`src/rtl/si_mac_accumulator_quant.sv`:
```
// ----------------------------------------------------------------------------
// si_mac_accumulator_quant
//   Sequential int8 multiply-accumulate stage of one quantized neuron.
//   (activation, weight) beats arrive over a valid/ready handshake. Each beat
//   has the activation zero point removed and is multiplied by its weight
//   (stage 1). The product is then added onto a per-vector bias or the running
//   sum, with saturation to the N_ACC-bit signed range (stage 2). The result is
//   held on a valid/ready output until the consumer takes it.
//
// Ports
//   clk, rst      rising-edge clock, synchronous active-high reset
//   in_valid      input beat valid
//   in_ready      beat accepted on a clk edge when in_valid & in_ready
//   in_act, in_w  signed N_IN-bit activation and weight
//   in_last       final beat of the vector
//   bias          signed N_ACC-bit bias, sampled on the first beat only
//   out_valid     result valid, held until out_ready
//   out_ready     consumer takes the result when out_valid & out_ready
//   out_acc       signed saturated sum bias + sum((act - ZP_IN) * w)
//   out_sat       saturation happened somewhere in this vector
//   out_len_err   vector was closed by MAX_LEN rather than in_last
//   out_count     number of beats accumulated in this vector
// ----------------------------------------------------------------------------
module si_mac_accumulator_quant #(
    parameter int N_IN    = 8,
    parameter int N_ACC   = 32,
    parameter int ZP_IN   = 0,
    parameter int MAX_LEN = 256,
    parameter int CNT_W   = $clog2(MAX_LEN + 1)
) (
    input  logic                    clk,
    input  logic                    rst,
    input  logic                    in_valid,
    output logic                    in_ready,
    input  logic [N_IN-1:0]         in_act,
    input  logic [N_IN-1:0]         in_w,
    input  logic                    in_last,
    input  logic [N_ACC-1:0]        bias,
    output logic                    out_valid,
    input  logic                    out_ready,
    output logic [N_ACC-1:0]        out_acc,
    output logic                    out_sat,
    output logic                    out_len_err,
    output logic [CNT_W-1:0]        out_count
);

    // (act - ZP_IN) needs two extra bits so any zero point stays exact.
    localparam int D_W   = N_IN + 2;
    localparam int P_W   = 2 * N_IN + 2;
    // Sum is one bit wider than the wider operand so overflow is visible.
    localparam int SUM_W = ((N_ACC > P_W) ? N_ACC : P_W) + 1;

    localparam logic signed [N_ACC-1:0] ACC_MAX = {1'b0, {(N_ACC-1){1'b1}}};
    localparam logic signed [N_ACC-1:0] ACC_MIN = {1'b1, {(N_ACC-1){1'b0}}};

    typedef enum logic [1:0] {S_IDLE, S_ACC, S_DRAIN, S_OUT} state_t;

    state_t                  state_q, state_d;
    logic                    s1_valid_q, s1_valid_d;
    logic                    s1_first_q, s1_first_d;
    logic signed [P_W-1:0]   p_q, p_d;
    logic signed [N_ACC-1:0] bias_q, bias_d;
    logic signed [N_ACC-1:0] acc_q, acc_d;
    logic                    sat_q, sat_d;
    logic                    len_err_q, len_err_d;
    logic [CNT_W-1:0]        cnt_q, cnt_d;

    logic                    accept;
    logic                    first_beat;
    logic                    hit_max;
    logic                    close_vec;
    logic [CNT_W-1:0]        cnt_next;
    logic signed [D_W-1:0]   act_ext, zp_ext, diff;
    logic signed [P_W-1:0]   prod;
    logic signed [N_ACC-1:0] base;
    logic signed [SUM_W-1:0] sum;
    logic                    over, under;
    logic signed [N_ACC-1:0] acc_clamped;

    // Reset forces in_ready low so nothing is accepted in the reset cycle.
    assign in_ready = !rst && (state_q == S_IDLE || state_q == S_ACC);
    assign accept   = in_valid && in_ready;

    assign out_valid   = (state_q == S_OUT);
    assign out_acc     = acc_q;
    assign out_sat     = sat_q;
    assign out_len_err = len_err_q;
    // The beat counter is frozen from the closing beat until the next vector.
    assign out_count   = cnt_q;

    // NOTE: every signal written here gets a value on every path (defaults
    // first), otherwise synthesis infers a latch to hold the old value.
    always_comb begin
        state_d    = state_q;
        s1_valid_d = accept;
        s1_first_d = s1_first_q;
        p_d        = p_q;
        bias_d     = bias_q;
        acc_d      = acc_q;
        sat_d      = sat_q;
        len_err_d  = len_err_q;
        cnt_d      = cnt_q;

        // ---- stage 1: zero-point removal and exact multiply ----
        first_beat = (state_q == S_IDLE);
        cnt_next   = first_beat ? CNT_W'(1) : cnt_q + CNT_W'(1);
        hit_max    = (cnt_next == CNT_W'(MAX_LEN));
        close_vec  = in_last || hit_max;
        act_ext    = D_W'($signed(in_act));
        zp_ext     = D_W'(ZP_IN);
        diff       = act_ext - zp_ext;
        prod       = P_W'(diff) * P_W'($signed(in_w));

        if (accept) begin
            p_d        = prod;
            s1_first_d = first_beat;
            cnt_d      = cnt_next;
            // Only the MAX_LEN-th beat without in_last flags a length error.
            len_err_d  = hit_max && !in_last;
            if (first_beat) begin
                bias_d = $signed(bias);
            end
        end

        // ---- stage 2: saturating accumulate ----
        base  = s1_first_q ? bias_q : acc_q;
        sum   = SUM_W'(base) + SUM_W'(p_q);
        over  = (sum > SUM_W'(ACC_MAX));
        under = (sum < SUM_W'(ACC_MIN));
        if (over) begin
            acc_clamped = ACC_MAX;
        end else if (under) begin
            acc_clamped = ACC_MIN;
        end else begin
            acc_clamped = sum[N_ACC-1:0];
        end

        if (s1_valid_q) begin
            acc_d = acc_clamped;
            sat_d = (s1_first_q ? 1'b0 : sat_q) || over || under;
        end

        // ---- vector framing ----
        unique case (state_q)
            S_IDLE, S_ACC: begin
                if (accept) begin
                    state_d = close_vec ? S_DRAIN : S_ACC;
                end
            end
            S_DRAIN: state_d = S_OUT;
            S_OUT: begin
                if (out_ready) begin
                    state_d = S_IDLE;
                end
            end
            default: state_d = S_IDLE;
        endcase
    end

    // NOTE: sequential state uses non-blocking assignments so every flop
    // samples the pre-edge value regardless of statement order.
    always_ff @(posedge clk) begin
        if (rst) begin
            state_q    <= S_IDLE;
            s1_valid_q <= 1'b0;
            s1_first_q <= 1'b0;
            acc_q      <= '0;
            sat_q      <= 1'b0;
            len_err_q  <= 1'b0;
            cnt_q      <= '0;
        end else begin
            state_q    <= state_d;
            s1_valid_q <= s1_valid_d;
            s1_first_q <= s1_first_d;
            acc_q      <= acc_d;
            sat_q      <= sat_d;
            len_err_q  <= len_err_d;
            cnt_q      <= cnt_d;
        end
    end

    // NOTE: pure datapath registers are not reset; they are only consumed
    // when their qualifying valid/first flag, which is reset, says so.
    always_ff @(posedge clk) begin
        p_q    <= p_d;
        bias_q <= bias_d;
    end

endmodule
```
`config.mk`:
```
export PLATFORM = sky130hd
export DESIGN_NAME = si_mac_accumulator_quant
export DESIGN_NICKNAME = d
export VERILOG_FILES = /design/src/rtl/si_mac_accumulator_quant.sv
export SDC_FILE = /design/constraint.sdc
export NUM_CORES = 1
export LEC_CHECK = 0
export ABC_AREA = 1
export CORE_MARGIN = 2
export CORE_UTILIZATION = 45
export DETAILED_ROUTE_END_ITERATION = 8
export PLACE_DENSITY = 0.76
export SKIP_LAST_GASP = 1
export SYNTH_ARGS = -nofsm -noshare
export SYNTH_HDL_FRONTEND = slang
export SYNTH_SLANG_ARGS = --single-unit
```
`constraint.sdc`:
```
create_clock -name clk -period 6.9 [get_ports clk]
set_clock_uncertainty 0.15 [all_clocks]
set_input_delay 1.38 -clock clk [delete_from_list [all_inputs] [get_ports clk]]
set_output_delay 1.38 -clock clk [all_outputs]
set_load 0.005 [all_outputs]
```
== Yosys cells after proc, flatten, opt, wreduce, memory -nomap -nowiden ==
Index checks and enable logic that the tools add are counted.

* Flip-flop bits (word level): 95
* Input bits: 53
* Output and inout port bits: 45
* Logic and storage cells: 42

* $add $sub $neg: 2
* $mul: 1
* Magnitude comparators: 2
* Eq/ne operators: 6
* Muxes and demuxes: 9
* Reductions and logical operators: 13

{| class="wikitable"
|+ Operator list
! operator !! number
|-
| $mux 32 || 3
|-
| $add 32x16->33 || 1
|-
| $gt 33x32->1 const B || 1
|-
| $lt 33x32->1 const B || 1
|-
| $mul 8x8->16 || 1
|-
| $add 9x1->9 const B || 1
|-
| $eq 9x9->1 const B || 1
|-
| $mux 9 || 1
|-
| $mux 2 || 3
|-
| $pmux 2 s3 || 1
|-
| $eq 2x2->1 const B || 2
|-
| $logic_or 1x1->1 || 4
|-
| $reduce_and 2->1 || 2
|-
| $logic_and 1x1->1 || 3
|-
| $eq 2x1->1 const B || 1
|-
| $logic_not 1->1 || 2
|-
| $logic_not 2->1 || 1
|-
| $ne 2x1->1 const B || 1
|-
| $ne 2x2->1 const B || 1
|-
| $reduce_or 2->1 || 1
|-
| $mux 1 || 1
|}

== Depth between registers and ports, before layout ==
* Word-level depth: 7
* Gate-level depth with buffers: 22
* Gate-level depth less buffers: 20

== Least setup slack after synthesis ==
No wires, ideal clock.

* Kind: input-to-reg
* Start: input port in_act[0]
* End: register p_q[13], data pin
* Setup time: 0.258 ns
* Data arrival time: 5.099 ns
* Data required time: 6.492 ns
* Path slack: 1.393 ns
* Stages: 17
* Path buffers: 1
* Cells stage by stage: clkbuf_1 -> or2_2 -> fa_1 -> fa_1 -> inv_1 -> fa_1 -> fa_1 -> ha_1 -> nand2_1 -> o21ai_0 -> a21oi_1 -> o21ai_0 -> nand2_1 -> nand2_1 -> nand2_1 -> nand2_1 -> xor2_1

* Longest elaborated chain between the ends: 1

{| class="wikitable"
|+ Ends and longest elaborated chain
! element !! RTL line !! source
|-
| from (decl) || 35 || <nowiki>input logic [N_IN-1:0] in_act,</nowiki>
|-
| $mul 8x8->16 || 112 || <nowiki>prod = P_W'(diff) * P_W'($signed(in_w));</nowiki>
|-
| net prod[13] || 74 || <nowiki>logic signed [P_W-1:0] prod;</nowiki>
|-
| to (signal assigned) || 185 || <nowiki>p_q <= p_d;</nowiki>
|-
| to (decl) || 61 || <nowiki>logic signed [P_W-1:0] p_q, p_d;</nowiki>
|}

The timed path passes the listed nets, and every way through them passes these cells.
A chain may end at the register's enable or synchronous reset.

== Worst setup path in the final report ==
* Start: input port in_w[7]
* End: register p_q[13], data pin

* Longest elaborated chain between the ends: 1

{| class="wikitable"
|+ Ends and longest elaborated chain
! element !! RTL line !! source
|-
| from (decl) || 36 || <nowiki>input logic [N_IN-1:0] in_w,</nowiki>
|-
| $mul 8x8->16 || 112 ||
|-
| net prod[13] || 74 ||
|}

The timed path passes the listed nets, and every way through them passes these cells.

==> impl_metrics.json <==
{
  "ff_latch_area_sq_um": 2380,
  "antenna_cells": 0,
  "syn_nets": 1353,
  "place_worst_setup_slack_ns": 0.692,
  "synthCells": 1182,
  "post_cts.repair.setup_buffers": 0,
  "netlist_area_sq_um": 8610,
  "worstPathRequired_ns": 6.86,
  "antenna_found_initial": 0,
  "r2r_cells": 17,
  "syn_avg_cell_area_sq_um": 7.28,
  "coreArea_sq_um": 18700,
  "whs_ns": 0.319,
  "r2r-start": "s1_first_q$_SDFFE_PP0P_",
  "setup.worst_path.start": "in_w[7]",
  "cts_resized": 0,
  "root_buffer": "clkbuf_16",
  "hpwl_microns": 16600,
  "die_w_microns": 142,
  "fin_area_sq_um": 10000,
  "drt_iter0_markers": 365,
  "async_flop_share_pct": 0,
  "clk_pin_slew_worst_paths_ns": 0.07,
  "period_share_pct": 84.4,
  "status": "complete, no violations",
  "io_buffers": 97,
  "postCtsHoldBufs": 0,
  "crit_slowest_cell": "fa_1",
  "ys_types": 33,
  "grt_pass1_vias": 7479,
  "power_density_nw_per_um2": 340,
  "r2r_end": "out_acc[19]$_SDFFE_PP0P_",
  "start_util_pct": 46.0,
  "worstHoldStart": "out_len_err$_SDFFE_PP0P_",
  "syn_to_final_growth_pct": 16.3,
  "dieHeight_microns": 142,
  "maxSlewHeadroom_pct": 31.2,
  "post-synth-top-area-cell": "nand2_1",
  "grt_first_pass_wirelength_microns": 35300,
  "cap_violations": 0,
  "hold_path_class": "flip-flop to flip-flop",
  "drive_above_1_share_pct": 4.84,
  "cpPeakStageDelay_ns": 0.55,
  "peakVddDrop_mv": 0.239,
  "antenna_left": 0,
  "power.leakage_nw": 5.15,
  "rows": 50,
  "grt_max_degree": 34,
  "cp-start-kind": "primary input",
  "crit_chain": "clkdlybuf4s50_1 > inv_1 > or2_2 > fa_1 > fa_1 > inv_1 > fa_1 > fa_1 > ha_1 > nand2_1 > nor3_1 > a21oi_1 > o21ai_0 > nand2_1 > nand2_1 > nand2_1 > nand2_1 > xor2_1",
  "routabilityCongestion": 0.947,
  "fill_cells": 1781,
  "gr-total-overflow": 0,
  "synth_area_leaders": "nand2_1 (17%), edfxtp_1 (17%), fa_1 (13%), dfxtp_1 (11%), inv_1 (9.0%)",
  "max_freq_mhz": 172,
  "arrival_ns": 5.78,
  "clock_path_buffers": 2,
  "crit_path_max_fanout": 8,
  "min_path_cells": 2,
  "yosysSeqAreaShare_pct": 27.7,
  "slew_viol_final": 0,
  "r2r_slack_ns": 3.13,
  "post-route-util_pct": 53.5,
  "wirelength_microns": 20900,
  "tightestPinTransition_ns": 1.03,
  "ys.flop_type": "edfxtp_1",
  "drc": 0,
  "num-nets-final": 1427,
  "synth_top_area_share_pct": 17.5,
  "fin_crit_ns": 5.82,
  "first_pass_iters": 5,
  "die_area_sq_um": 20200,
  "viasPerCell": 5.01,
  "rsz0062_at_grt": "false",
  "placed_area_sq_um": 9710,
  "htree_levels": 3,
  "setup_viol": 0,
  "multi_input_area_sq_um": 5250,
  "clkSinkCount": 95,
  "cts_tree": "yes",
  "final_hold_viol_count": 0,
  "grt_use_total_pct": 22.0,
  "timing.final.ws_setup_ns": 1.08,
  "hold_path_end": "out_len_err$_SDFFE_PP0P_",
  "setup_tns_ns": 0,
  "ys_ff_latch": 95,
  "cp-end-kind": "flip-flop",
  "synth_edf_count": 48,
  "crit_top_cell": "nand2_1",
  "clk_latency_ns": 0.36,
  "wl_per_cell_microns": 14.0,
  "ios": 98,
  "vias": 7496,
  "yosysWarnings": 0,
  "cts_buffers": 9,
  "crit_type": "primary input to flip-flop"
}
[per-stage QoR]
stage | std cells | total power [mW]
floorplan | 1182 | 2.41
global placement | 1479 | 2.86
detailed placement | 1479 | 2.88
CTS | 1495 | 3.41
global route | 1495 | 3.75
finish | 1495 | 3.41
[per-layer routing]
layer	global-route usage (%)	wire [microns]
met1	28.0	9420
met2	38.2	10100
met3	3.73	991
met4	6.93	454
met5	0	0
[critical path: cells and delay by family]
kind	cells	cell delay, ns
and+or+nand+nor	7	0.83
xor gates and xnor gates	1	0.06
AOI/OAI and AO/OA	2	0.38
buffers and inverters	3	0.71
adders and majority gates	5	2.42
[synthesized netlist by cell type, types with 2 or more instances]
cell type and n:
a21o_1 3, a21oi_1 59, a21oi_2 15, buf_6 3
buf_8 3, clkbuf_1 30, dfxtp_1 47, edfxtp_1 48
fa_1 56, ha_1 62, inv_1 207, nand2_1 401
nand2_2 13, nand3_1 44, nand3b_1 2, nand4_1 5
nor2_1 57, nor2_2 2, nor3_1 9, o21a_1 3
o21ai_0 53, o21bai_1 8, or2_2 8, xnor2_1 10
xor2_1 26
[how the worst max path moves through the flow]
stage                         to  cells past startpoint
6_report       p_q[13]$_DFFE_PP_                     18
5_1_grt        p_q[13]$_DFFE_PP_                     18
4_1_cts        p_q[13]$_DFFE_PP_                     18
3_5_place_dp   p_q[13]$_DFFE_PP_                     18
3_3_place_gp   p_q[13]$_DFFE_PP_                     18
2_1_floorplan  p_q[13]$_DFFE_PP_                     17
[state kept, by name, summed over array words and instances (netlist names)]
signal,flops
bias_q,32
out_acc,32
out_count,9
out_len_err,1
out_sat,1
p_q,16
s1_first_q,1
s1_valid_q,1
state_q,2
[logic make-up after synthesis]
| group | after synthesis | synth area share, % |
|---|---|---|
| compound gates | 144 | 9.64 |
| xor+xnor | 36 | 3.66 |
| fa+ha+maj | 118 | 22.0 |
| buf+inv | 245 | 11.4 |
| flops | 95 | 27.7 |
| simple gates | 544 | 25.6 |
[final cells by class]
| cell class | instances | area share (%) |
|---|---|---|
| repair buffers | 101 | 10.0 |
| flip-flops and latches | 95 | 23.8 |
| well taps | 234 | 2.92 |
| clock buffers | 10 | 2.39 |
| multi-input cells | 842 | 52.5 |
| inverters | 207 | 7.76 |
| clock inverters | 6 | 0.650 |
[cells in the final DEF, fill, tap and decap left out, drive strengths merged, types with 9 or more instances in the layout]
| cell | synthesis | layout |
|---|---|---|
| a21oi | 75 | 75 |
| clkbuf | 30 | 10 |
| clkdlybuf4s50 | 0 | 97 |
| dfxtp | 47 | 47 |
| edfxtp | 48 | 48 |
| fa | 56 | 56 |
| ha | 62 | 62 |
| inv | 207 | 210 |
| nand2 | 415 | 415 |
| nand3 | 44 | 44 |
| nor2 | 59 | 59 |
| nor3 | 9 | 9 |
| o21ai | 53 | 53 |
| xnor2 | 10 | 10 |
| xor2 | 26 | 26 |
[where the power goes]
group | internal [mW] | switching, mW | total (mW) | leakage [nW]
sequential | 0.720 | 0.0674 | 0.787 | 0.834
clock | 0.292 | 0.224 | 0.517 | 0.147
combinational | 0.790 | 1.31 | 2.10 | 4.17
Note: power is estimated with default switching activity, not from simulation.
